**src/rtl/if_id_fifo_pkg.sv**
```systemverilog
// Shared fetch/decode constants for the IF/ID buffer.
// Covers the register-bus width, the NOP encoding, the zero word and the irq_o bit layout.
package if_id_fifo_pkg;

    localparam int REG_BUS = 32;

    localparam logic [REG_BUS-1:0] NOP_INST  = 32'h0000_0013;
    localparam logic [REG_BUS-1:0] ZERO_WORD = 32'h0000_0000;

    // Bit positions inside irq_o = {debug, plic_any, timer, swi}
    localparam int IRQ_W     = 4;
    localparam int IRQ_DEBUG = 3;
    localparam int IRQ_PLIC  = 2;
    localparam int IRQ_TIMER = 1;
    localparam int IRQ_SWI   = 0;

endpackage

```
**src/rtl/if_id_fifo_sync_fifo.sv**
```systemverilog
// Single-clock FIFO with wrapping pointers, an occupancy counter and a synchronous clear.
// Storage is not reset; it is only meaningful where the counter says it is occupied.
module sync_fifo #(
    parameter int WIDTH = 64,
    parameter int DEPTH = 2
) (
    input  logic                     clk,
    input  logic                     rst,
    input  logic                     clear,
    input  logic                     push,
    input  logic                     pop,
    input  logic [WIDTH-1:0]         wdata,
    output logic [WIDTH-1:0]         rdata,
    output logic [$clog2(DEPTH):0]   level,
    output logic                     full,
    output logic                     empty
);

    localparam int PTR_W = $clog2(DEPTH);
    localparam int LVL_W = PTR_W + 1;

    logic [WIDTH-1:0] mem [DEPTH];
    logic [PTR_W-1:0] wr_ptr;
    logic [PTR_W-1:0] rd_ptr;
    logic [LVL_W-1:0] count;
    logic             do_push;
    logic             do_pop;

    assign full    = (count == LVL_W'(DEPTH));
    assign empty   = (count == '0);
    assign do_push = push && !full;
    assign do_pop  = pop && !empty;

    // Pointers wrap naturally because DEPTH is a power of two
    always_ff @(posedge clk) begin
        if (rst || clear) begin
            wr_ptr <= '0;
            rd_ptr <= '0;
            count  <= '0;
        end else begin
            if (do_push) begin
                wr_ptr <= wr_ptr + PTR_W'(1);
            end
            if (do_pop) begin
                rd_ptr <= rd_ptr + PTR_W'(1);
            end
            case ({do_push, do_pop})
                2'b10:   count <= count + LVL_W'(1);
                2'b01:   count <= count - LVL_W'(1);
                default: count <= count;
            endcase
        end
    end

    always_ff @(posedge clk) begin
        if (do_push && !rst && !clear) begin
            mem[wr_ptr] <= wdata;
        end
    end

    assign rdata = mem[rd_ptr];
    assign level = count;

endmodule

```
**src/rtl/if_id_fifo.sv**
```systemverilog
// IF/ID pipeline buffer: a small FIFO of {inst, addr} between fetch and decode.
// Presents a NOP when empty and registers the interrupt request vector alongside.
module if_id_fifo
    import if_id_fifo_pkg::*;
#(
    parameter int               XLEN   = REG_BUS,
    parameter int               DEPTH  = 2,
    parameter int               PLIC_N = 4,
    parameter logic [XLEN-1:0]  NOP    = NOP_INST
) (
    input  logic                     clk,
    input  logic                     rst,
    input  logic                     flush_i,
    input  logic                     in_valid_i,
    output logic                     in_ready_o,
    input  logic [XLEN-1:0]          inst_i,
    input  logic [XLEN-1:0]          addr_i,
    output logic                     out_valid_o,
    input  logic                     out_ready_i,
    output logic [XLEN-1:0]          inst_o,
    output logic [XLEN-1:0]          addr_o,
    input  logic                     debug_irq_i,
    input  logic                     timer_irq_i,
    input  logic                     swi_irq_i,
    input  logic [PLIC_N-1:0]        plic_irq_i,
    output logic [IRQ_W-1:0]         irq_o,
    output logic [$clog2(DEPTH):0]   level_o
);

    localparam int ENTRY_W = 2 * XLEN;

    logic [ENTRY_W-1:0] wdata;
    logic [ENTRY_W-1:0] rdata;
    logic               push;
    logic               pop;
    logic               full;
    logic               empty;
    logic [IRQ_W-1:0]   irq_next;

    assign wdata = {inst_i, addr_i};

    // Readiness depends only on occupancy and flush, never on out_ready_i
    assign in_ready_o  = !full && !flush_i;
    assign out_valid_o = !empty;
    assign push        = in_valid_i && in_ready_o;
    assign pop         = out_valid_o && out_ready_i;

    sync_fifo #(
        .WIDTH (ENTRY_W),
        .DEPTH (DEPTH)
    ) u_fifo (
        .clk   (clk),
        .rst   (rst),
        .clear (flush_i),
        .push  (push),
        .pop   (pop),
        .wdata (wdata),
        .rdata (rdata),
        .level (level_o),
        .full  (full),
        .empty (empty)
    );

    assign inst_o = out_valid_o ? rdata[ENTRY_W-1:XLEN] : NOP;
    assign addr_o = out_valid_o ? rdata[XLEN-1:0]       : XLEN'(ZERO_WORD);

    always_comb begin
        irq_next            = '0;
        irq_next[IRQ_DEBUG] = debug_irq_i;
        irq_next[IRQ_PLIC]  = |plic_irq_i;
        irq_next[IRQ_TIMER] = timer_irq_i;
        irq_next[IRQ_SWI]   = swi_irq_i;
    end

    // A flush drops any pending request along with the buffered instructions
    always_ff @(posedge clk) begin
        if (rst || flush_i) begin
            irq_o <= '0;
        end else begin
            irq_o <= irq_next;
        end
    end

endmodule

```
**config.mk**
```make
export PLATFORM = sky130hd
export DESIGN_NAME = if_id_fifo
export DESIGN_NICKNAME = d
export VERILOG_FILES = /design/src/rtl/if_id_fifo_pkg.sv /design/src/rtl/if_id_fifo_sync_fifo.sv /design/src/rtl/if_id_fifo.sv
export SDC_FILE = /design/constraint.sdc
export NUM_CORES = 1
export LEC_CHECK = 0
export ABC_AREA = 1
export BUFFER_PORTS_ARGS = -buffer_cell sky130_fd_sc_hd__buf_2
export CAP_MARGIN = 40
export CORE_MARGIN = 4
export CORE_UTILIZATION = 53
export CTS_CLUSTER_DIAMETER = 80
export DETAILED_ROUTE_END_ITERATION = 10
export PLACE_DENSITY = 0.9
export SLEW_MARGIN = 20
export SYNTH_ARGS = -nofsm -noshare
export SYNTH_HDL_FRONTEND = slang
export SYNTH_HIERARCHICAL = 1
export SYNTH_SLANG_ARGS = --single-unit
```
**constraint.sdc**
```tcl
create_clock -name clk -period 6.25 [get_ports clk]
set_clock_uncertainty 0.05 [all_clocks]
set_input_delay 0.3125 -clock clk [delete_from_list [all_inputs] [get_ports clk]]
set_output_delay 0.3125 -clock clk [all_outputs]
set_load 0.02 [all_outputs]
```
==> summary.txt, run 1 <==
synthesized area: 5870 um2
vias in the first global route: 3896
r2r endpoint: u_fifo/mem[0][52]
num ports: 148
min-delay src: rst
Final Util: 0.734
post-synth top area share: 0.655
TNS Setup: 0 ns
met2 Usage GRT: 0.340
count leader, synth: edfxtp_1
proportion of synthesized area in mux cells: 0.161
startpoint types: register
Std-Cell Rows: 38
DIE HEIGHT: 113 um
CP Class: reg -> out
Post-Synth Simple-Gate Area: 0.0644
TritonCTS clock tree: built
Min Clock Period, post-route: 2.70 ns
fill count: 672
footprint of the multi-input gates: 1380 um2
unrepaired setup endpoints after global routing: no
Cells after Synth: 391
PortBufs: 147
H-tree depth: 4
gr usage total: 0.194
DRT Wirelength: 11800 um
area of the die: 12800 um2
Synth Area in XOR/XNOR: 0
Power Dens Cells: 267 nW/um2
met1 track demand over resource: 0.219
number of gates resized after cts: 0
LEAKAGE: 3.49 nW
arrival time at the worst endpoint: 2.33 ns
Area contributors post-synth: edfxtp_1 66%, mux2_4 15%, nor2_1 5.0%
nets@finish: 696
worst reg2reg startpoint: u_fifo/level[0]
Finished Layout Cells: 772
Inst Count DP: 670
Die Width: 113 um
root buffer cell: clkbuf_8
post-route DRC violation count: 0
hpwl dp: 7190 um
Max Slew Vio Count: 0
Peak Freq: 371 MHz
Mapped Nets: 468
hold depth: 4
Crit Path Max Fanout: 34
status: completed
peak supply drop: 0.227 mV
Core ar.: 10800 um2
CTS buffer count: 17
FF+latch area: 4030 um2
clock sinks: 137
number of flops mapped to enable cells by yosys: 128
Slew @ Worst Pin: 0.706 ns
CP required: 5.89 ns
CP Capture Type: output pin
DRT iter0 DRCs: 217
largest family of logic cells by synthesized area: multiplexers
hold buffers post-CTS: 70
vias per cell: 4.74
Final Cycle Share: 0.431
Overflow after GRT: 0
syn avg cell area: 15.0 um2
GR peak layer: met2
Post-synth top cells: 128 x edfxtp_1, 78 x nor2_1, 75 x inv_1
synthesized flop and latch total: 137
ratio of cells with drive above 1 in the final layout: 0.402
global-route wire length before repair: 19000 um
total power: 0.00213 W
FF-to-FF path depth: 5
met3 Usage GRT: 0.0535
largest area contributor in the netlist: edfxtp_1
top_reg_cell synth: edfxtp_1
Min-Delay Path Class: in -> reg
n_diodes: 0
via count: 3658
Final setup viols: 0
number of antenna violations at the first check in global routing: 0
Starting Density: 0.541
Compound-Gate Fraction of Synth Area: 0.00490
CTS Buffer Depth: 2
Max-slew headroom: 0.528
DRT antenna net count: 0
Worst-path clk slew: 0.06 ns
Synthesis Warnings: 6
Worst-Skew Late Latency: 0.52 ns
hold path endpoint: irq_o[1]
async set-reset flop share out of synthesis: 0
layout overhead on the synthesized area: 35.6%
WHS: 0.0778 ns
placer's final routability congestion estimate: 0.752
DR WL/cell: 15.3 um
Yosys cell types: 20
largest net degree at the start of global routing: 44
reg2reg setup slack: 3.64 ns
final hold vios: 0
max cap viols: 0
adder-cell share of the synthesized area: 0.00213
Pre-antenna DRT Iters: 5
sequential share of the synthesized area: 0.686
post-CTS setup buffers: 0
==> cells by family after synthesis <==
kind of cell / Yosys count
DFF: 137
and+or+nand+nor: 95
buffers and inverters: 89
muxes: 64
AOI/OAI and AO/OA: 5
adders and majority gates: 1
==> layout make-up <==
cell class                      count  share of cell area
Clock buffer                       18              0.0525
Timing Repair Buffer              223               0.189
Multi-Input combinational cell    165               0.174
Tap cell                          140              0.0220
Clock inverter                     14              0.0215
Inverter                           75              0.0354
Sequential cell                   137               0.506
==> layout by cell type, fill, tap and decap left out, types with 4 or more instances in the layout <==
cell,synthesis,final
buf_4,0,5
clkbuf_16,0,16
mux2_2,4,4
inv_1,75,75
dfxtp_1,9,8
dlygate4sd3_1,0,70
nand2_1,8,8
buf_2,2,147
nor2_1,78,77
edfxtp_1,128,128
mux2_4,60,60
==> power breakdown <==
part	leakage, nW	switching (W)	internal [W]
Sequential	1.23	0.00000335	0.00101
Combinational	1.98	0.0000628	0.0000683
Clock	0.282	0.000370	0.000609
Total	3.49	0.000436	0.00169
==> per-stage QoR <==
stage	worst slack (ns)	instance area, um2
floorplan	0.294	5870
global placement	3.74	6640
detailed placement	3.64	6670
CTS	3.50	7960
global route	3.37	7960
finish	3.55	7960
==> critical path: stages, from the launching register on <==
cell,delay [ns]
dfxtp_4,0.33
buf_4,0.49
buf_16,0.32
mux2_2,0.37
inv_1,0.07
nor2_1,0.04
buf_2,0.17
==> routing by layer <==
layer,vias to the layer above,share of wire
met5,-,0
met1,1743,0.39
li1,1759,-
met2,129,0.53
met4,0,0.024
met3,27,0.058
==> state kept, by name, summed over array words and instances, names as in the netlist, named ones only <==
signal and count:
u_fifo/level 2, irq_o 4, u_fifo/mem 128, u_fifo/rd_ptr 1
u_fifo/wr_ptr 1
==> how the worst max path moves through the flow <==
| stage | from | end | slack (ns) | depth (start not counted) |
|---|---|---|---|---|
| global route | u_fifo/level[0] | inst_o[30] | 3.37 | 4 |
| CTS | u_fifo/level[0] | inst_o[31] | 3.50 | 4 |
| finish | register | inst_o[19] | 3.55 | 6 |
| global placement | u_fifo/level[0] | u_fifo/mem[0][5] | 3.74 | 5 |
| detailed placement | u_fifo/level[0] | u_fifo/mem[0][8] | 3.64 | 5 |
| floorplan | u_fifo/level[0] | u_fifo/mem[1][0] | 0.29 | 4 |
Note: power is estimated with default switching activity, not from simulation.
==> inputs of run 2 (changes only) <==
- ABC_AREA: 1 -> 0
- CORE_UTILIZATION: 53 -> 47
- PLACE_DENSITY: 0.9 -> 0.86
- clock period: 6.25 -> 2.31 ns (I/O delays scaled with it)
==> run 2 against run 1 <==
  * Via count decreased by 8.6%
  * Clock power rose to 2.9 times the previous value
  * Hold slack got worse by 0.026 ns
  * Largest cell class unchanged
==> summary.txt, run 2 <==
status: completed (unchanged)
Seq pwr share: 0.464 (was 0.478)
Area contributors post-synth: edfxtp_1 71%, mux2_1 13%, nor2b_1 7.3% (was edfxtp_1 66%, mux2_4 15%, nor2_1 5.0%)
startpoint types: register (unchanged)
hold path endpoint: irq_o[1] (unchanged)
area of the die: 13300 um2 (was 12800 um2)
sw frac: 0.188 (was 0.205)
vias per cell: 4.81 (was 4.74)
num ports: 148 (unchanged)
async set-reset flop share out of synthesis: 0 (unchanged)
global-route wire length before repair: 17600 um (was 19000 um)
worst reg2reg startpoint: u_fifo/level[1] (was u_fifo/level[0])
DRT antenna net count: 0 (unchanged)
unrepaired setup endpoints after global routing: no (unchanged)
Max Slew Vio Count: 0 (unchanged)
Pre-antenna DRT Iters: 4 (was 5)
ratio of cells with drive above 1 in the final layout: 0.358 (was 0.402)
Clock power frac: 0.479 (was 0.460)
Inst Count DP: 592 (was 670)
Post-synth top cells: 128 x edfxtp_1, 64 x mux2_1, 63 x nor2b_1 (was 128 x edfxtp_1, 78 x nor2_1, 75 x inv_1)
min-delay src: flush_i (was rst)
CP Capture Type: output pin (unchanged)
TritonCTS clock tree: built (unchanged)
DRT Wirelength: 11200 um (was 11800 um)
Overflow after GRT: 0 (unchanged)
CTS Buffer Depth: 2 (unchanged)
DRT iter0 DRCs: 156 (was 217)
max layer used: met4 (unchanged)
FF-to-FF path depth: 7 (was 5)
hold depth: 3 (was 4)
commonest non-fill, non-tap cell in the layout: buf_2 (unchanged)
count leader, synth: edfxtp_1 (unchanged)
PortBufs: 147 (unchanged)
max cap viols: 0 (unchanged)
WL met3: 688 um (was 684 um)
via count: 3345 (was 3658)
gr usage total: 0.176 (was 0.194)
number of flops mapped to enable cells by yosys: 128 (unchanged)
DIE HEIGHT: 115 um (was 113 um)
synthesized area: 5430 um2 (was 5870 um2)
Switch Pwr: 0.00111 W (was 0.000436 W)
placer's final routability congestion estimate: 0.730 (was 0.752)
WL met1: 4190 um (was 4640 um)
Cell Int Power: 0.00481 W (was 0.00169 W)
post-route DRC violation count: 0 (unchanged)
Synthesis Warnings: 6 (unchanged)
number of antenna violations at the first check in global routing: 0 (unchanged)
arrival time at the worst endpoint: 1.86 ns (was 2.33 ns)
Worst-path clk slew: 0.06 ns (about the same)
synthesized flop and latch total: 137 (unchanged)
Crit Path Max Fanout: 16 (was 34)
Final Cycle Share: 0.878
sequential share of the synthesized area: 0.741 (was 0.686)
Yosys cell types: 23 (was 20)
H-tree depth: 4 (unchanged)
Mapped Nets: 389 (was 468)
Std-Cell Rows: 38 (unchanged)
final hold vios: 0 (unchanged)
Worst-Skew Late Latency: 0.41 ns (was 0.52 ns)
top_reg_cell synth: edfxtp_1 (unchanged)
Top reg by flops: u_fifo/mem (unchanged)
WL met2: 6200 um (was 6230 um)
post-CTS setup buffers: 0 (unchanged)
largest net degree at the start of global routing: 66 (was 44)
CP required: 2.14 ns (was 5.89 ns)
max FFs per register: 128 (unchanged)
hpwl dp: 6680 um (was 7190 um)
Final WS setup: 0.282 ns (was 3.55 ns)
clock sinks: 137 (unchanged)
Cells after Synth: 312 (was 391)
syn avg cell area: 17.4 um2 (was 15.0 um2)
post-synth top area share: 0.708 (was 0.655)
DP Worst Slack: 0.497 ns (was 3.64 ns)
Min-Delay Path Class: in -> reg (unchanged)
Final setup viols: 0 (unchanged)
vias in the first global route: 3646 (was 3896)
DR WL/cell: 16.1 um (was 15.3 um)
r2r endpoint: u_fifo/level[1] (was u_fifo/mem[0][52])
Starting Density: 0.490 (was 0.541)
worst path cell trace: buf_4, mux2_1, nor2b_1, buf_2 (was buf_4, buf_16, mux2_2, inv_1, nor2_1, buf_2)
Power Dens Cells: 766 nW/um2 (was 267 nW/um2)
layout overhead on the synthesized area: 42.4% (was 35.6%)
Peak Freq: 493 MHz
reg2reg setup slack: 0.49 ns (was 3.64 ns)
LEAKAGE: 3.00 nW (was 3.49 nW)
nets@finish: 617 (was 696)
largest area contributor in the netlist: edfxtp_1 (unchanged)
Placed Instance Area: 6400 um2 (was 6670 um2)
Max-slew headroom: 0.541 (was 0.528)
root buffer cell: clkbuf_16 (was clkbuf_8)
peak supply drop: 0.509 mV (was 0.227 mV)
Logic pwr share: 0.056 (was 0.062)
Finished Layout Cells: 696 (was 772)
slowest stage delay, CP: 0.47 ns (was 0.49 ns)
most frequent cells in the layout: 147 x buf_2, 128 x edfxtp_1, 69 x dlygate4sd3_1 (was 147 x buf_2, 128 x edfxtp_1, 77 x nor2_1)
total power: 0.00592 W (was 0.00213 W)
Min Clock Period, post-route: 2.03 ns
Die Width: 115 um (was 113 um)
CP Class: reg -> out (unchanged)
Final Cell Area: 7730 um2 (was 7960 um2)
CTS buffer count: 17 (unchanged)
TNS Setup: 0 ns (unchanged)
slowest CP cell: dfxtp_4 (was buf_4)
Slew @ Worst Pin: 0.688 ns (was 0.706 ns)
Core ar.: 11100 um2 (was 10800 um2)
==> run 2: cell count changes after synthesis, moves of 3 or more <==
cell,before,now
mux2_1,0,64
buf_2,2,9
nor2b_1,0,63
buf_12,6,0
nand2_1,8,0
nor2_1,78,6
mux2_2,4,0
or2_1,3,0
mux2_4,60,0
and2_1,0,4
or2_2,0,3
inv_1,75,3
==> run 2: cell type report <==
cell class	count	area [um2]
well taps	140	175
inverters	3	11.3
multi-input cells	157	1350
diodes	3	7.51
clock buffers	17	425
repair buffers	224	1520
flip-flops and latches	137	4040
clock inverters	15	206
fillers	748	3340
==> run 2: critical path: cells and delay by family (launching register included) <==
kind	cells	cell delay, ns
buf+inv	2	0.49
mux	1	0.36
simple gates	1	0.14
flops	1	0.47
==> run 2: cell families (layout without fill, tap and decap cells) <==
logic type / Yosys count / count (layout) / share of synthesized area
fa+ha+maj: 1 / 1 / 0.00230
buf+inv: 18 / 259 / 0.0207
xor+xnor: 3 / 3 / 0.00484
other cells: 0 / 3 / 0
flops: 137 / 137 / 0.741
simple gates: 84 / 84 / 0.0933
mux: 64 / 64 / 0.133
compound gates: 5 / 5 / 0.00507
==> run 2: power groups by stage <==
stage	Clock (W)	Combinational, W	Sequential [W]
final	0.00284	0.000333	0.00275
after global placement	0	0.000232	0.00280
after CTS	0.00289	0.000333	0.00275
after floorplan	0	0.000111	0.00281
after global routing	0.00303	0.000362	0.00275
after detailed placement	0	0.000242	0.00280
==> run 2: stage by stage <==
| step | hold WS, ns | utilization |
|---|---|---|
| finish | 0.0514 | 0.698 |
| global route | 0.0524 | 0.697 |
| CTS | 0.0359 | 0.697 |
| detailed placement | 0.258 | 0.578 |
| global placement | 0.253 | 0.578 |
| floorplan | 0.142 | - |
==> run 2: how the worst max path moves through the flow <==
stage | from | to | slack (ns)
detailed placement | u_fifo/level[1] | u_fifo/level[1] | 0.50
floorplan | u_fifo/level[1] | u_fifo/mem[0][0] | -0.68
finish | register | inst_o[17] | 0.28
global route | u_fifo/level[1] | inst_o[4] | 0.14
global placement | u_fifo/level[1] | u_fifo/level[1] | 0.56
CTS | u_fifo/level[1] | inst_o[0] | 0.25
==> run 2: metal layers <==
| metal | vias to the layer above | GRT usage |
|---|---|---|
| met4 | 0 | 0.0681 |
| met2 | 124 | 0.322 |
| met5 | - | 0 |
| met3 | 13 | 0.0559 |
| li1 | 1607 | - |
| met1 | 1601 | 0.188 |
==> run 2: repair_timing <==
action / CTS / global route
endpoints found under the hold margin: 132 / 0
resized for setup: 0 / 0
hold buffers: 69 / 0
endpoints found under the setup margin: 0 / 0
==> inputs of run 3 (changes only) <==
==> constraint.sdc (replaced) <==
create_clock -name clk -period 2.31 [get_ports clk]
set_clock_uncertainty 0.05 [all_clocks]
set_input_delay 0 -clock clk [delete_from_list [all_inputs] [get_ports clk]]
set_output_delay 0 -clock clk [all_outputs]
set_load 0.02 [all_outputs]
==> run 3 against run 2 <==
  * Utilization hardly changed
  * Largest power group is now sequential cells
  * Final cell count is 0.14% lower
  * Die area stayed put
  * Power is 1.9% lower
  * Final area hardly changed
  * Fmax is 3.4% lower
  * Via count is 0.24% lower
==> summary.txt, run 3 (same netlist as run 2, synthesis figures left out) <==
status: completed (unchanged)
area of the die: 13300 um2 (unchanged)
vias in the first global route: 3753 (was 3646)
largest net degree at the start of global routing: 66 (unchanged)
fill count: 723 (was 748)
DRT iter0 DRCs: 148 (was 156)
Die Width: 115 um (unchanged)
most frequent cells in the layout: 147 x buf_2, 128 x edfxtp_1, 72 x dlygate4sd3_1 (was 147 x buf_2, 128 x edfxtp_1, 69 x dlygate4sd3_1)
LEAKAGE: 3.00 nW (about the same)
Max Slew Vio Count: 0 (unchanged)
global-route wire length before repair: 17800 um (was 17600 um)
Final Cycle Share: 0.909 (was 0.878)
Overflow after GRT: 0 (unchanged)
Seq pwr share: 0.473 (was 0.464)
FF+latch area: 4040 um2 (unchanged)
commonest non-fill, non-tap cell in the layout: buf_2 (unchanged)
GR peak layer: met2 (unchanged)
total power: 0.00581 W (was 0.00592 W)
DRT antenna net count: 0 (unchanged)
Worst-Skew Late Latency: 0.40 ns (was 0.41 ns)
root buffer cell: clkbuf_16 (unchanged)
slowest stage delay, CP: 0.63 ns (was 0.47 ns)
met2 Usage GRT: 0.332 (was 0.322)
CP Buf/Inv Count: 2 (unchanged)
Top reg by flops: u_fifo/mem (unchanged)
placer's final routability congestion estimate: 0.720 (was 0.730)
peak supply drop: 0.532 mV (was 0.509 mV)
Pre-antenna DRT Iters: 4 (unchanged)
unrepaired setup endpoints after global routing: no (unchanged)
Crit Path Max Fanout: 29 (was 16)
TNS Setup: 0 ns (unchanged)
startpoint types: register (unchanged)
CP Capture Type: output pin (unchanged)
Worst-path clk slew: 0.06 ns (about the same)
Min Clock Period, post-route: 2.10 ns (was 2.03 ns)
final hold vios: 0 (unchanged)
num ports: 148 (unchanged)
Finished Layout Cells: 695 (was 696)
Peak Freq: 476 MHz (was 493 MHz)
clock sinks: 137 (unchanged)
Inst Count DP: 591 (was 592)
arrival time at the worst endpoint: 2.05 ns (was 1.86 ns)
CP Class: reg -> out (unchanged)
slowest CP cell: dfxtp_4 (unchanged)
CTS Buffer Depth: 2 (unchanged)
Min-Delay Path Class: in -> reg (unchanged)
hpwl dp: 6750 um (was 6680 um)
post-route DRC violation count: 0 (unchanged)
DIE HEIGHT: 115 um (unchanged)
Starting Density: 0.490 (unchanged)
footprint of the multi-input gates: 1350 um2 (unchanged)
CP delay by family, top: flip-flops (was buffers and inverters)
Logic pwr share: 0.058 (was 0.056)
via count: 3337 (was 3345)
TritonCTS clock tree: built (unchanged)
met1 track demand over resource: 0.190 (was 0.188)
Slew @ Worst Pin: 0.706 ns (was 0.688 ns)
Final setup viols: 0 (unchanged)
CP required: 2.26 ns (was 2.14 ns)
Clock power frac: 0.469 (was 0.479)
worst path cell trace: buf_4, mux2_1, nor2b_1, buf_2 (unchanged)
Max-slew headroom: 0.529 (was 0.541)
DRT Wirelength: 11100 um (was 11200 um)
DR WL/cell: 15.9 um (was 16.1 um)
Switch Pwr: 0.00111 W (about the same)
PortBufs: 147 (unchanged)
layout overhead on the synthesized area: 42.4% (about the same)
nets@finish: 619 (was 617)
sw frac: 0.192 (was 0.188)
gr usage total: 0.178 (was 0.176)
vias per cell: 4.80 (was 4.81)
number of antenna violations at the first check in global routing: 0 (unchanged)
max cap viols: 0 (unchanged)
ratio of cells with drive above 1 in the final layout: 0.357 (was 0.358)
Power Dens Cells: 752 nW/um2 (was 766 nW/um2)
met3 Usage GRT: 0.0517 (was 0.0559)
Std-Cell Rows: 38 (unchanged)
post-CTS setup buffers: 0 (unchanged)
Cell Int Power: 0.00470 W (was 0.00481 W)
max FFs per register: 128 (unchanged)
Core ar.: 11100 um2 (unchanged)
n_diodes: 0 (was 3)
H-tree depth: 4 (unchanged)
CTS buffer count: 17 (unchanged)
-- run 3: power by group through the flow --
stage / clock, W / combinational [W] / sequential (W)
2_1_floorplan: 0 / 0.000111 / 0.00281
3_3_place_gp: 0 / 0.000232 / 0.00280
3_5_place_dp: 0 / 0.000241 / 0.00280
4_1_cts: 0.00278 / 0.000336 / 0.00275
5_1_grt: 0.00293 / 0.000366 / 0.00275
6_report: 0.00273 / 0.000337 / 0.00275
-- run 3: metal layers --
layer,up-vias,wire length [um]
li1,1605,-
met1,1613,4090
met2,109,6170
met3,10,693
met4,0,119
met5,-,0
-- run 3: area by class of cell --
type | instances | area share
timing repair buffer | 226 | 0.200
clock inverter | 11 | 0.0188
sequential | 137 | 0.522
clock buffer | 21 | 0.0608
inverter | 3 | 0.00146
multi-input combinational | 157 | 0.174
tap | 140 | 0.0227
-- run 3: worst register-to-register path, stage by stage (launching register included) --
cell and delay, ns:
dfxtp_4 0.37, nor2b_4 0.15, nor2_4 0.10, and2_4 0.15
nand2b_4 0.08, ha_1 0.34, or3_1 0.35, a21oi_1 0.14
-- run 3: per-stage QoR --
step | util | area, um2 | hold WS (ns) | setup slack [ns]
after CTS | 0.698 | 7730 | 0.0562 | 0.178
after global routing | 0.698 | 7730 | 0.0831 | 0.109
after detailed placement | 0.577 | 6400 | 0.142 | 0.512
after global placement | 0.577 | 6400 | 0.137 | 0.554
final | 0.698 | 7730 | 0.0796 | 0.209
after floorplan | - | 5490 | -0.0203 | -0.684
-- run 3: path summary, 6_finish.rpt --
kind | cells after the start | end | slack [ns] | start
hold / removal | 5 | u_fifo/wr_ptr | 0.08 | in_valid_i
hold reg to reg | 2 | register | 0.47 | u_fifo/rd_ptr
setup reg to reg | 7 | u_fifo/level[1] | 0.51 | u_fifo/level[1]
setup / recovery | 4 | inst_o[12] | 0.21 | register
-- run 3: timing repair --
action / in CTS / in global routing
gates resized for setup: 0 / 0
endpoints found under the hold margin: 132 / 0
hold buffers: 72 / 0
